## src/rtl/circle_pkg.sv

```systemverilog
// Shared enums and default screen geometry for the circle engine.
// Imported by the engine top and its clip sub-module.
package circle_pkg;

  localparam int SCR_W_DEF = 160;
  localparam int SCR_H_DEF = 120;

  typedef enum logic [2:0] {
    IDLE,
    INIT,
    PLOT,
    STEP,
    DONE
  } state_e;

  typedef enum logic {
    MODE_OUTLINE = 1'b0,
    MODE_FILL    = 1'b1
  } mode_e;

endpackage

```

## src/rtl/circle_clip.sv

```systemverilog
// Combinational visibility test of a signed candidate pixel against
// the screen bounds and an inclusive clip window.
module circle_clip
  import circle_pkg::*;
#(
  parameter int SCR_W = SCR_W_DEF,
  parameter int SCR_H = SCR_H_DEF,
  parameter int XW    = 8,
  parameter int YW    = 7,
  parameter int PW    = ((XW > YW) ? XW : YW) + 2
)(
  input  logic signed [PW-1:0] px_i,
  input  logic signed [PW-1:0] py_i,
  input  logic [XW-1:0]        clip_xmin_i,
  input  logic [XW-1:0]        clip_xmax_i,
  input  logic [YW-1:0]        clip_ymin_i,
  input  logic [YW-1:0]        clip_ymax_i,
  output logic                 vis_o
);

  localparam logic signed [PW-1:0] W_LIM = PW'(SCR_W);
  localparam logic signed [PW-1:0] H_LIM = PW'(SCR_H);

  logic signed [PW-1:0] xmn, xmx, ymn, ymx;
  logic on_scr, in_win;

  assign xmn = $signed({{(PW-XW){1'b0}}, clip_xmin_i});
  assign xmx = $signed({{(PW-XW){1'b0}}, clip_xmax_i});
  assign ymn = $signed({{(PW-YW){1'b0}}, clip_ymin_i});
  assign ymx = $signed({{(PW-YW){1'b0}}, clip_ymax_i});

  assign on_scr = !px_i[PW-1] && (px_i < W_LIM) &&
                  !py_i[PW-1] && (py_i < H_LIM);

  assign in_win = (px_i >= xmn) && (px_i <= xmx) &&
                  (py_i >= ymn) && (py_i <= ymx);

  assign vis_o = on_scr && in_win;

endmodule

```

## src/rtl/circle_engine.sv

```systemverilog
// Midpoint circle rasteriser: outline or filled disc, clipped,
// streamed one pixel per accepted cycle over a valid/ready port.
module circle_engine
  import circle_pkg::*;
#(
  parameter int SCR_W = SCR_W_DEF,
  parameter int SCR_H = SCR_H_DEF,
  parameter int XW    = 8,
  parameter int YW    = 7,
  parameter int CW    = 3
)(
  input  logic          clk,
  input  logic          rst,
  input  logic          start,
  input  logic          mode,
  input  logic [CW-1:0] colour,
  input  logic [XW-1:0] centre_x,
  input  logic [YW-1:0] centre_y,
  input  logic [XW-1:0] radius,
  input  logic [XW-1:0] clip_xmin,
  input  logic [XW-1:0] clip_xmax,
  input  logic [YW-1:0] clip_ymin,
  input  logic [YW-1:0] clip_ymax,
  input  logic          vga_ready,
  output logic          vga_plot,
  output logic [XW-1:0] vga_x,
  output logic [YW-1:0] vga_y,
  output logic [CW-1:0] vga_colour,
  output logic          done
);

  localparam int PW = ((XW > YW) ? XW : YW) + 2;
  localparam int KW = XW + 3;

  typedef logic signed [PW-1:0] crd_t;
  typedef logic signed [KW-1:0] crit_t;

  state_e        state_q, state_d;
  mode_e         mode_q, mode_d;
  logic [CW-1:0] col_q, col_d;
  logic [XW-1:0] cx_q, cx_d, r_q, r_d;
  logic [XW-1:0] xmn_q, xmn_d, xmx_q, xmx_d;
  logic [YW-1:0] cy_q, cy_d;
  logic [YW-1:0] ymn_q, ymn_d, ymx_q, ymx_d;
  logic [XW-1:0] x_q, x_d, y_q, y_d;
  crit_t         crit_q, crit_d;
  logic [2:0]    slot_q, slot_d;
  crd_t          sx_q, sx_d;

  crd_t  cx_s, cy_s, x_s, y_s, r_s, xn_s;
  crd_t  px, py, right, nxt_left;
  crit_t xo, xn, yn, inc;
  logic  crit_np, vis, adv, last;

  assign cx_s = $signed({{(PW-XW){1'b0}}, cx_q});
  assign cy_s = $signed({{(PW-YW){1'b0}}, cy_q});
  assign x_s  = $signed({{(PW-XW){1'b0}}, x_q});
  assign y_s  = $signed({{(PW-XW){1'b0}}, y_q});
  assign r_s  = $signed({{(PW-XW){1'b0}}, r_q});

  // Octant candidates come straight from slot; spans walk sx_q.
  always_comb begin
    px = sx_q;
    py = cy_s;
    if (mode_q == MODE_OUTLINE) begin
      unique case (slot_q)
        3'd0: begin px = cx_s + x_s; py = cy_s + y_s; end
        3'd1: begin px = cx_s + y_s; py = cy_s + x_s; end
        3'd2: begin px = cx_s - x_s; py = cy_s + y_s; end
        3'd3: begin px = cx_s - y_s; py = cy_s + x_s; end
        3'd4: begin px = cx_s - x_s; py = cy_s - y_s; end
        3'd5: begin px = cx_s - y_s; py = cy_s - x_s; end
        3'd6: begin px = cx_s + x_s; py = cy_s - y_s; end
        default: begin px = cx_s + y_s; py = cy_s - x_s; end
      endcase
    end else begin
      unique case (slot_q[1:0])
        2'd0:    py = cy_s + y_s;
        2'd1:    py = cy_s - y_s;
        2'd2:    py = cy_s + x_s;
        default: py = cy_s - x_s;
      endcase
    end
  end

  circle_clip #(
    .SCR_W (SCR_W),
    .SCR_H (SCR_H),
    .XW    (XW),
    .YW    (YW),
    .PW    (PW)
  ) u_clip (
    .px_i        (px),
    .py_i        (py),
    .clip_xmin_i (xmn_q),
    .clip_xmax_i (xmx_q),
    .clip_ymin_i (ymn_q),
    .clip_ymax_i (ymx_q),
    .vis_o       (vis)
  );

  assign right    = slot_q[1] ? (cx_s + y_s) : (cx_s + x_s);
  assign nxt_left = (slot_q[1:0] == 2'd0) ? (cx_s - x_s)
                                          : (cx_s - y_s);

  assign last = (mode_q == MODE_OUTLINE) ? (slot_q == 3'd7)
              : ((slot_q[1:0] == 2'd3) && (sx_q == right));

  assign adv = (state_q == PLOT) && (!vis || vga_ready);

  // Signed step math so x - 1 at radius 0 ends the loop.
  assign crit_np = (crit_q <= crit_t'(0));
  assign xo   = $signed({3'b000, x_q});
  assign yn   = $signed({3'b000, y_q}) + crit_t'(1);
  assign xn   = crit_np ? xo : (xo - crit_t'(1));
  assign inc  = crit_np ? yn : (yn - xn);
  assign xn_s = $signed({{(PW-XW){1'b0}}, xn[XW-1:0]});

  always_comb begin
    state_d = state_q;
    mode_d  = mode_q;
    col_d   = col_q;
    cx_d    = cx_q;
    cy_d    = cy_q;
    r_d     = r_q;
    xmn_d   = xmn_q;
    xmx_d   = xmx_q;
    ymn_d   = ymn_q;
    ymx_d   = ymx_q;
    x_d     = x_q;
    y_d     = y_q;
    crit_d  = crit_q;
    slot_d  = slot_q;
    sx_d    = sx_q;
    unique case (state_q)
      IDLE: begin
        if (start) begin
          state_d = INIT;
          mode_d  = mode_e'(mode);
          col_d   = colour;
          cx_d    = centre_x;
          cy_d    = centre_y;
          r_d     = radius;
          xmn_d   = clip_xmin;
          xmx_d   = clip_xmax;
          ymn_d   = clip_ymin;
          ymx_d   = clip_ymax;
        end
      end
      INIT: begin
        state_d = PLOT;
        x_d     = r_q;
        y_d     = '0;
        crit_d  = crit_t'(1) - $signed({3'b000, r_q});
        slot_d  = '0;
        sx_d    = cx_s - r_s;
      end
      PLOT: begin
        if (adv) begin
          if (last) begin
            state_d = STEP;
          end else if (mode_q == MODE_OUTLINE) begin
            slot_d = slot_q + 3'd1;
          end else if (sx_q == right) begin
            slot_d = slot_q + 3'd1;
            sx_d   = nxt_left;
          end else begin
            sx_d = sx_q + crd_t'(1);
          end
        end
      end
      STEP: begin
        x_d     = xn[XW-1:0];
        y_d     = yn[XW-1:0];
        crit_d  = crit_q + (inc <<< 1) + crit_t'(1);
        slot_d  = '0;
        sx_d    = cx_s - xn_s;
        state_d = (xn >= yn) ? PLOT : DONE;
      end
      DONE: begin
        if (!start) state_d = IDLE;
      end
      default: state_d = IDLE;
    endcase
  end

  always_ff @(posedge clk) begin
    if (rst) begin
      state_q <= IDLE;
      mode_q  <= MODE_OUTLINE;
      col_q   <= '0;
      cx_q    <= '0;
      cy_q    <= '0;
      r_q     <= '0;
      xmn_q   <= '0;
      xmx_q   <= '0;
      ymn_q   <= '0;
      ymx_q   <= '0;
      x_q     <= '0;
      y_q     <= '0;
      crit_q  <= '0;
      slot_q  <= '0;
      sx_q    <= '0;
    end else begin
      state_q <= state_d;
      mode_q  <= mode_d;
      col_q   <= col_d;
      cx_q    <= cx_d;
      cy_q    <= cy_d;
      r_q     <= r_d;
      xmn_q   <= xmn_d;
      xmx_q   <= xmx_d;
      ymn_q   <= ymn_d;
      ymx_q   <= ymx_d;
      x_q     <= x_d;
      y_q     <= y_d;
      crit_q  <= crit_d;
      slot_q  <= slot_d;
      sx_q    <= sx_d;
    end
  end

  assign vga_plot   = (state_q == PLOT) && vis;
  assign vga_x      = vga_plot ? px[XW-1:0] : '0;
  assign vga_y      = vga_plot ? py[YW-1:0] : '0;
  assign vga_colour = vga_plot ? col_q : '0;
  assign done       = (state_q == DONE);

endmodule

```

## config.mk

```make
export PLATFORM = sky130hd
export DESIGN_NAME = circle_engine
export DESIGN_NICKNAME = d
export VERILOG_FILES = /design/src/rtl/circle_pkg.sv /design/src/rtl/circle_clip.sv /design/src/rtl/circle_engine.sv
export SDC_FILE = /design/constraint.sdc
export NUM_CORES = 1
export LEC_CHECK = 0
export ABC_CLOCK_PERIOD_IN_PS = 7500
export CORE_MARGIN = 8
export CORE_UTILIZATION = 53
export CTS_BUF_LIST = sky130_fd_sc_hd__clkbuf_8
export CTS_CLUSTER_SIZE = 14
export DETAILED_ROUTE_END_ITERATION = 10
export GPL_ROUTABILITY_DRIVEN = 0
export PLACE_DENSITY = 0.73
export SLEW_MARGIN = 25
export SYNTH_ARGS = -nofsm -noshare
export SYNTH_HDL_FRONTEND = slang
export SYNTH_SLANG_ARGS = --single-unit
```

## constraint.sdc

```tcl
create_clock -name clk -period 7.5 [get_ports clk]
set_clock_uncertainty 0.1 [all_clocks]
set_input_delay 1.5 -clock clk [delete_from_list [all_inputs] [get_ports clk]]
set_output_delay 1.5 -clock clk [all_outputs]
set_load 0.02 [all_outputs]
```

==> results of run 1 <==
==> kinds of logic after synthesis <==
| group | count (synthesis) | share of synthesized area (%) |
|---|---|---|
| AND/OR/NAND/NOR | 534 | 21.0 |
| AO/OA/AOI/OAI | 488 | 27.9 |
| buffers and inverters | 226 | 7.57 |
| adder cells (fa/ha/maj) | 158 | 17.4 |
| flip-flops | 100 | 16.9 |
| XOR/XNOR | 82 | 6.18 |
| multiplexers | 35 | 3.06 |
==> area by class of cell <==
type                       count  area, um2
sequential                   100       2010
clock buffer                   9        124
inverter                     142        539
multi-input combinational   1297       9050
tap                          280        350
fill                        2047       8520
timing repair buffer         136       1210
clock inverter                 7       86.3
==> repair_timing <==
action | 4_1_cts | 5_1_grt
setup buffers | 2 | 5
pin swaps | 2 | 2
setup endpoints to repair | 19 | 19
gates resized for setup | 6 | 45
endpoints found under the hold margin | 0 | 0
hold buffers | 0 | 0
cloned | 0 | 0
==> stage by stage <==
step	setup TNS, ps	power, mW	hold WS, ps	util, %	cell area [um2]
3_3_place_gp	0	2.04	343	59.5	13000
6_report	0	2.52	360	61.1	13400
2_1_floorplan	0	1.66	332	-	11900
3_5_place_dp	0	2.07	347	59.5	13000
5_1_grt	-29.7	2.68	382	61.1	13400
4_1_cts	0	2.47	364	60.6	13300
==> cell usage after synthesis (5+ instances only) <==
cell / instances
xnor2_1: 62
o21bai_1: 13
or4_1: 7
or3_1: 9
nand3_1: 37
clkbuf_1: 57
a21oi_1: 153
o211ai_1: 16
o311ai_0: 5
ha_1: 146
nand2b_1: 18
and2_1: 13
buf_1: 6
inv_1: 139
o21a_1: 7
a211oi_1: 39
a211oi_2: 5
nor3_1: 35
o21ai_0: 77
a21o_1: 22
xor2_1: 18
nor2_1: 130
nand3b_1: 6
mux2i_1: 27
or2_2: 6
nand2_1: 196
nor4_1: 10
o221ai_1: 8
mux2_2: 6
buf_2: 16
o22ai_1: 15
nor2b_1: 28
and3_1: 8
nand4_1: 10
fa_1: 12
a31oi_1: 17
a221oi_1: 7
o31ai_1: 10
a22oi_1: 19
dfxtp_1: 100
==> routing by layer <==
metal	GRT usage (%)	up-vias	wire (um)
met5	0	-	0
met4	17.2	0	2630
met3	6.51	179	4390
met2	42.6	715	17200
met1	36.9	5867	17200
li1	-	5883	-
==> worst register-to-register path, delay by kind of cell (launching register included) <==
family / cells / cell delay [ps]
muxes: 1 / 230
adders and majority gates: 2 / 680
AOI/OAI and AO/OA: 9 / 1990
buffers and inverters: 3 / 660
and+or+nand+nor: 5 / 1240
xor gates and xnor gates: 1 / 240
DFF: 1 / 410
==> sequential cells by signal, indices dropped and copies added (netlist names) <==
| signal | flops |
|---|---|
| crit_q | 11 |
| sx_q | 10 |
| cx_q | 8 |
| r_q | 8 |
| x_q | 8 |
| xmn_q | 8 |
| xmx_q | 8 |
| y_q | 8 |
| cy_q | 7 |
| ymn_q | 7 |
| ymx_q | 7 |
| col_q | 3 |
| slot_q | 3 |
| state_q | 3 |
| mode_q | 1 |
==> how the worst min path moves through the flow <==
stage / endpoint / slack [ps] / cells past startpoint
floorplan: col_q[0] / 330 / 2
global route: xmx_q[3] / 380 / 2
global placement: col_q[1] / 340 / 2
CTS: xmn_q[7] / 360 / 2
finish: xmn_q[7] / 360 / 2
detailed placement: xmn_q[7] / 350 / 2
==> where the power goes <==
part	internal, mW	switching (mW)
logic	0.604	0.899
clock network	0.138	0.254
registers	0.570	0.0504
==> metrics.yaml, run 1 <==
detailed_routing:
  via_per_inst: 6.42
  totalWireLength_um: 41500
  avgRoutedWirePerCell_um: 21.0
  antenna_left: 0
  drt_first_iter_violations: 1446
  drc: 0
  num_vias: 12600
  drt_pass1_iterations: 8
run:
  max_cap_viol_count: 0
synth:
  ys_ff_latch: 100
  synthCells: 1623
  avgSynthCellArea_um2: 7.31
  synth_area_um2: 11900
  yosysTopAreaCell: "dfxtp_1"
  synthTopCellsByArea: "dfxtp_1 17%, ha_1 15%, a21oi_1 6.5%"
  yosysWarnings: 0
  synth-main-ff-cell: "dfxtp_1"
  synthesis.nets: 1842
  ys_seq_area_share_pct: 16.9
  synth-async-reset-ratio_pct: 0
  yosysTopAreaCellShare_pct: 16.9
  synth_edf_count: 0
  ys_types: 99
global_routing:
  grt_pass1_wl_um: 64500
  grt_max_degree: 82
  grt_usage_pct: 28.6
  grt_pass1_vias: 11600
  globalRouteOverflowTotal: 0
  antenna_found_initial: 0
clocking:
  cts_buffers: 9
  clock_sinks: 100
  clock_path_buffers: 2
  cts.clk_slew.worst_paths_ps: 140
  clkLatencyLatePin_ps: 430
  root_buffer: "clkbuf_8"
  htree_levels: 3
  tritoncts: "built"
timing:
  hold_violations: 0
  period_needed_ps: 7280
  fin_ws_ps: 224
  slew_headroom_pct: 37.3
  tightest_slew_ps: 940
  setup_viol: 0
  max_clock_freq_mhz: 137
  finalCritPeriodShare_pct: 97.0
  slew_viol_final: 0
setup_path:
  path_depth: 21
  critPathLaunchType: "register"
  r2r_start: "x_q[1]"
  r2r_cells: 21
  cp-startpoint: "x_q[1]"
  cp-end-kind: "primary output"
  r2r_setup_slack_ps: 1880
  crit_family: "compound AO/OA/AOI/OAI gates"
  cp.required_ps: 5900
  worstPathArrival_ps: 5680
  crit_buf_inv: 4
  crit_path_max_fanout: 15
  critPathSlowestCell: "or4_1"
  crit_end: "vga_y[3]"
  r2r_end: "sx_q[5]"
  cp_slowest_stage_delay_ps: 560
  worstPathCellList: "clkinvlp_4 > buf_4 > fa_1 > a21o_1 > a21oi_1 > xnor2_1 > a22oi_1 > a211oi_1 > o31a_1 > ha_1 > nand4_1 > nor2_1 > a221oi_1 > o21ai_0 > nand4_1 > nor4_2 > o211ai_1 > or4_1 > buf_4 > nor2_1 > dlymetal6s2s_1"
  crit_type: "reg2out"
die:
  core_um2: 21900
  io_pins: 81
  die_w_um: 166
  placementRows: 54
  floorplan.initialDensity_pct: 54.2
  die_area_um2: 27400
  die_h_um: 166
cells_and_area:
  final_cells: 1971
  n_antenna_cell: 0
  area_growth_pct: 12.7
  nets: 1905
  final_common_cell: "nand2_1"
  mostFrequentLayoutCells: "196 x nand2_1, 151 x a21oi_1, 144 x ha_1"
  drive_gt1_share_pct: 8.52
power:
  p_leak_nw: 5.78
  power_density_nw_per_um2: 188
  peakVddDrop_mv: 0.115
min_path:
  min_from: "xmn_q[7]"
  hp-class: "reg2reg"
place:
  numPortBuffers: 80
  dpl.cell_count: 1948
  dp_hpwl_um: 32100
  post-place-ws_ps: 288
outcome:
  outcome: "completed"
(Power assumes the default switching activity.)
==> run 2: changes to the inputs <==
Settings changed: GPL_ROUTABILITY_DRIVEN 0 to unset.
==> run 2 against run 1 <==
Net effect: die area did not move; first-iteration DRC count down 13%; clock power down 6.6%; final cell count is 0.56% higher; utilization up 0.27 points; critical path type unchanged; critical endpoint is now vga_y[6]; highest routed layer unchanged.
==> metrics.yaml, run 2 (synthesis results as in run 1) <==
cells_and_area:
  mostFrequentLayoutCells: "196 x nand2_1, 153 x a21oi_1, 145 x ha_1"
  largest_register_ffs: 11
  seq_area_um2: 2000
  fillers: 2058
  regMostFlops: "crit_q"
  stdcell_area_um2: 13400
  nets: 1916
  final_common_cell: "nand2_1"
  n_antenna_cell: 0
  multi_input_area_um2: 9000
  reg_top3: "crit_q (11), sx_q (10)"
  drive_gt1_share_pct: 8.28
  area_growth_pct: 13.2
global_routing:
  grt_pass1_vias: 11600
  grt_max_degree: 92
  grt_usage_pct: 29.9
  globalRouteOverflowTotal: 0
  grt_pass1_wl_um: 66800
  antenna_found_initial: 0
detailed_routing:
  dr.max_layer_used: "met4"
  drt-met1-wl_um: 18500
  drt_first_iter_violations: 1255
  totalWireLength_um: 43200
  num_vias: 12400
  drt_pass1_iterations: 8
  dr_wl_met3_um: 3820
  avgRoutedWirePerCell_um: 21.8
  antenna_left: 0
  via_per_inst: 6.25
  drc: 0
  wl_met2_um: 19000
timing:
  max_clock_freq_mhz: 137
  setup_viol: 0
  hold_violations: 0
  slew_headroom_pct: 31.2
  period_needed_ps: 7310
  finalCritPeriodShare_pct: 97.4
  tightest_slew_ps: 1030
  slew_viol_final: 0
power:
  total_power_mw: 2.50
  power_density_nw_per_um2: 186
  p_leak_nw: 5.88
  peakVddDrop_mv: 0.136
place:
  numPortBuffers: 80
  gp_congestion: 1.02
  dp_hpwl_um: 34000
  placed_area_um2: 13200
clocking:
  cts.clk_slew.worst_paths_ps: 110
  tritoncts: "built"
  root_buffer: "clkbuf_8"
  clkLatencyLatePin_ps: 390
  cts_buffers: 9
  postCtsHoldBufs: 0
  clock_sinks: 100
  clock_path_buffers: 2
  htree_levels: 3
die:
  floorplan.initialDensity_pct: 54.2
  die_w_um: 166
  die_area_um2: 27400
  die_h_um: 166
  io_pins: 81
  core_um2: 21900
  placementRows: 54
setup_path:
  worstPathArrival_ps: 5710
  critPathSlowestCell: "or4_1"
  crit_path_max_fanout: 15
  crit_family: "simple AND/OR/NAND/NOR gates"
  r2r_cells: 21
  cp-startpoint: "x_q[1]"
  critPathLaunchType: "register"
  worstPathCellList: "clkinvlp_4 > ha_1 > nor2b_1 > o31ai_1 > a21oi_1 > nor2_1 > mux2i_1 > a211oi_2 > inv_1 > ha_1 > nand2_1 > nor2_1 > a221oi_1 > o21ai_0 > nand4_1 > nor4_1 > o211ai_1 > or4_1 > buf_4 > nor2_1 > dlymetal6s2s_1"
  cp_slowest_stage_delay_ps: 560
  path_depth: 21
  cp-end-kind: "primary output"
  crit_buf_inv: 4
  cp.required_ps: 5900
  crit_top_cell: "nor2_1"
  r2r_start: "x_q[1]"
  crit_type: "reg2out"
min_path:
  hold_depth: 2
  hp-class: "reg2reg"
  min_from: "col_q[0]"
run:
  max_cap_viol_count: 0
outcome:
  outcome: "completed"
run 2: stage by stage:
stage	TNS [ps]	hold slack, ps	instances	worst slack (ps)	utilization, %
floorplan	0	332	1623	1170	-
global placement	0	340	1964	343	60.1
detailed placement	0	348	1964	270	60.1
CTS	0	365	1982	0.679	61.1
global route	-37.2	383	1982	-16.6	61.3
finish	0	364	1982	193	61.3
run 2: routing by layer:
metal  global-route usage (%)  vias to the layer above
li1                         -                     5913
met1                     39.7                     5770
met2                     46.4                      587
met4                     13.6                        0
met5                        0                        -
met3                     5.13                      124
run 2: final timing paths:
path | endpoint | slack [ps]
worst min register to register | col_q[0] | 360
worst max register to register | sx_q[0] | 1800
worst min-delay path | col_q[0] | 360
worst max-delay path | vga_y[6] | 190
run 2: final cells by class:
cell class | instances | area share [%]
sequential | 100 | 14.9
inverter | 142 | 4.02
multi-input combinational | 1297 | 67.0
clock buffer | 9 | 0.922
clock inverter | 7 | 0.624
tap | 280 | 2.61
timing repair buffer | 147 | 9.88
run 2: worst reg2reg max path, cell delays in order, from the launching register on:
cell        delay (ps)
dfxtp_1            430
clkinvlp_4         240
ha_1               330
nor2b_1            150
o31ai_1            540
a21oi_1            150
nor2_1             240
mux2i_1            120
a211oi_2           450
inv_1              150
ha_1               320
nand2_1             60
nor2_1             150
a221oi_1            90
o21ai_0            130
nand4_1            130
nor4_1             330
o211ai_1           130
or4_1              560
buf_4              250
o211ai_4           350
mux2i_1            230
run 2: repair_timing:
item,in CTS,in global routing
setup buffers,2,0
pin swaps,1,1
endpoints found under the setup margin,19,19
resized for setup,7,28
run 2: power by group:
group          internal (mW)  switching (mW)
Combinational          0.607           0.906
Sequential             0.570          0.0538
Clock                  0.135           0.230
Total                   1.31            1.19
==> run 3: changes to the inputs <==
Settings changed: CAP_MARGIN set to 0, SLEW_MARGIN 25 to unset.
==> run 3 against run 2 <==
Net effect: count of clock-buffer cells in the layout unchanged; die area unchanged; maximum frequency about the same; clock power about the same; utilization unchanged; sequential share of layout area unchanged; sequential power about the same; largest cell class unchanged.
==> metrics.yaml, run 3 (synthesis results as in run 1) <==
power:
  p_int_mw: 1.31
  combPwrFrac_pct: 60.5
  p_leak_nw: 5.88
  total_power_mw: 2.50
  clkPwrFrac_pct: 14.6
  power_frac_seq_pct: 24.9
  power_density_nw_per_um2: 186
  switching_power_mw: 1.19
  switching_share_pct: 47.6
  peakVddDrop_mv: 0.136
clocking:
  clock_sinks: 100
  tritoncts: "built"
  cts_buffers: 9
  htree_levels: 3
  clkLatencyLatePin_ps: 390
  cts.clk_slew.worst_paths_ps: 110
  root_buffer: "clkbuf_8"
  clock_path_buffers: 2
global_routing:
  grt_use_met3_pct: 5.13
  globalRouteOverflowTotal: 0
  grtUsageMet1_pct: 39.7
  antenna_found_initial: 0
  grt_pass1_wl_um: 66800
  grt_use_met2_pct: 46.4
  grt_pass1_vias: 11600
  grt_usage_pct: 29.9
  grt_max_degree: 92
  busiest_layer: "met2"
cells_and_area:
  regMostFlops: "crit_q"
  drive_gt1_share_pct: 8.28
  seq_area_um2: 2000
  mostFrequentLayoutCells: "196 x nand2_1, 153 x a21oi_1, 145 x ha_1"
  final_common_cell: "nand2_1"
  n_antenna_cell: 0
  fillers: 2058
  nets: 1916
  multi_input_area_um2: 9000
  fin_util_pct: 61.3
  area_growth_pct: 13.2
  reg_top3: "crit_q (11), sx_q (10)"
  largest_register_ffs: 11
timing:
  setup_tns_ps: 0
  slew_headroom_pct: 25.4
  fin_hold_ws_ps: 364
  hold_violations: 0
  setup_viol: 0
  tightest_slew_ps: 1110
  finalCritPeriodShare_pct: 97.5
  max_clock_freq_mhz: 137
  slew_viol_final: 0
  period_needed_ps: 7310
detailed_routing:
  drt_first_iter_violations: 1255
  totalWireLength_um: 43200
  antenna_left: 0
  via_per_inst: 6.26
  drc: 0
  drt_pass1_iterations: 6
  num_vias: 12400
  avgRoutedWirePerCell_um: 21.8
setup_path:
  cp.required_ps: 5900
  worstPathArrival_ps: 5710
  cp-end-kind: "primary output"
  critPathLaunchType: "register"
  r2r_setup_slack_ps: 1800
  crit_type: "reg2out"
  crit_path_max_fanout: 15
die:
  die_h_um: 166
  die_area_um2: 27400
  placementRows: 54
  floorplan.initialDensity_pct: 54.2
  core_um2: 21900
  io_pins: 81
  die_w_um: 166
place:
  dp_hpwl_um: 34000
  gp_congestion: 1.02
  numPortBuffers: 80
outcome:
  outcome: "completed"
run:
  max_cap_viol_count: 0
min_path:
  hp-class: "reg2reg"
-- run 3: area by class of cell --
cell class	count	share of cell area, %
inverter	142	4.02
multi-input combinational	1297	67.0
sequential	100	14.9
clock inverter	7	0.624
clock buffer	9	0.922
tap	280	2.61
timing repair buffer	147	9.88
-- run 3: metal layers --
metal | vias up | share of wire, %
met5 | - | 0
met4 | 0 | 4.4
met3 | 126 | 8.5
met2 | 586 | 44
met1 | 5781 | 43
li1 | 5917 | -
-- run 3: worst paths after layout --
kind,to,from,cells past startpoint
setup reg to reg,sx_q[0],x_q[1],21
setup / recovery,vga_y[6],x_q[1],21
hold reg to reg,col_q[0],col_q[0],2
hold / removal,col_q[0],col_q[0],2
-- run 3: critical path, stage by stage, from the launching register on --
cell	delay [ps]
dfxtp_1	440
clkinvlp_4	250
ha_1	330
nor2b_1	150
o31ai_1	540
a21oi_1	150
nor2_1	240
mux2i_1	120
a211oi_2	450
inv_1	150
ha_1	320
nand2_1	60
nor2_1	150
a221oi_1	90
o21ai_0	130
nand4_1	130
nor4_1	330
o211ai_1	130
or4_1	560
buf_4	240
nor2_1	100
dlymetal6s2s_1	260
-- run 3: power groups by stage --
stage,logic [mW],clock network [mW],registers [mW]
floorplan,1.05,0,0.612
global placement,1.45,0,0.632
detailed placement,1.47,0,0.634
CTS,1.48,0.373,0.622
global route,1.65,0.389,0.629
finish,1.51,0.365,0.624
-- run 3: what timing repair did --
action,CTS,global route
hold endpoints to repair,0,0
hold buffers,0,0
pin swaps,1,1
buffers inserted,2,0
setup endpoints to repair,19,19
gates resized for setup,7,28
-- run 3: per-stage QoR --
stage | setup slack [ps] | instance area [um2] | cells
4_1_cts | 0.679 | 13400 | 1982
2_1_floorplan | 1170 | 11900 | 1623
3_5_place_dp | 270 | 13200 | 1964
3_3_place_gp | 343 | 13200 | 1964
6_report | 189 | 13400 | 1982
5_1_grt | -16.6 | 13400 | 1982
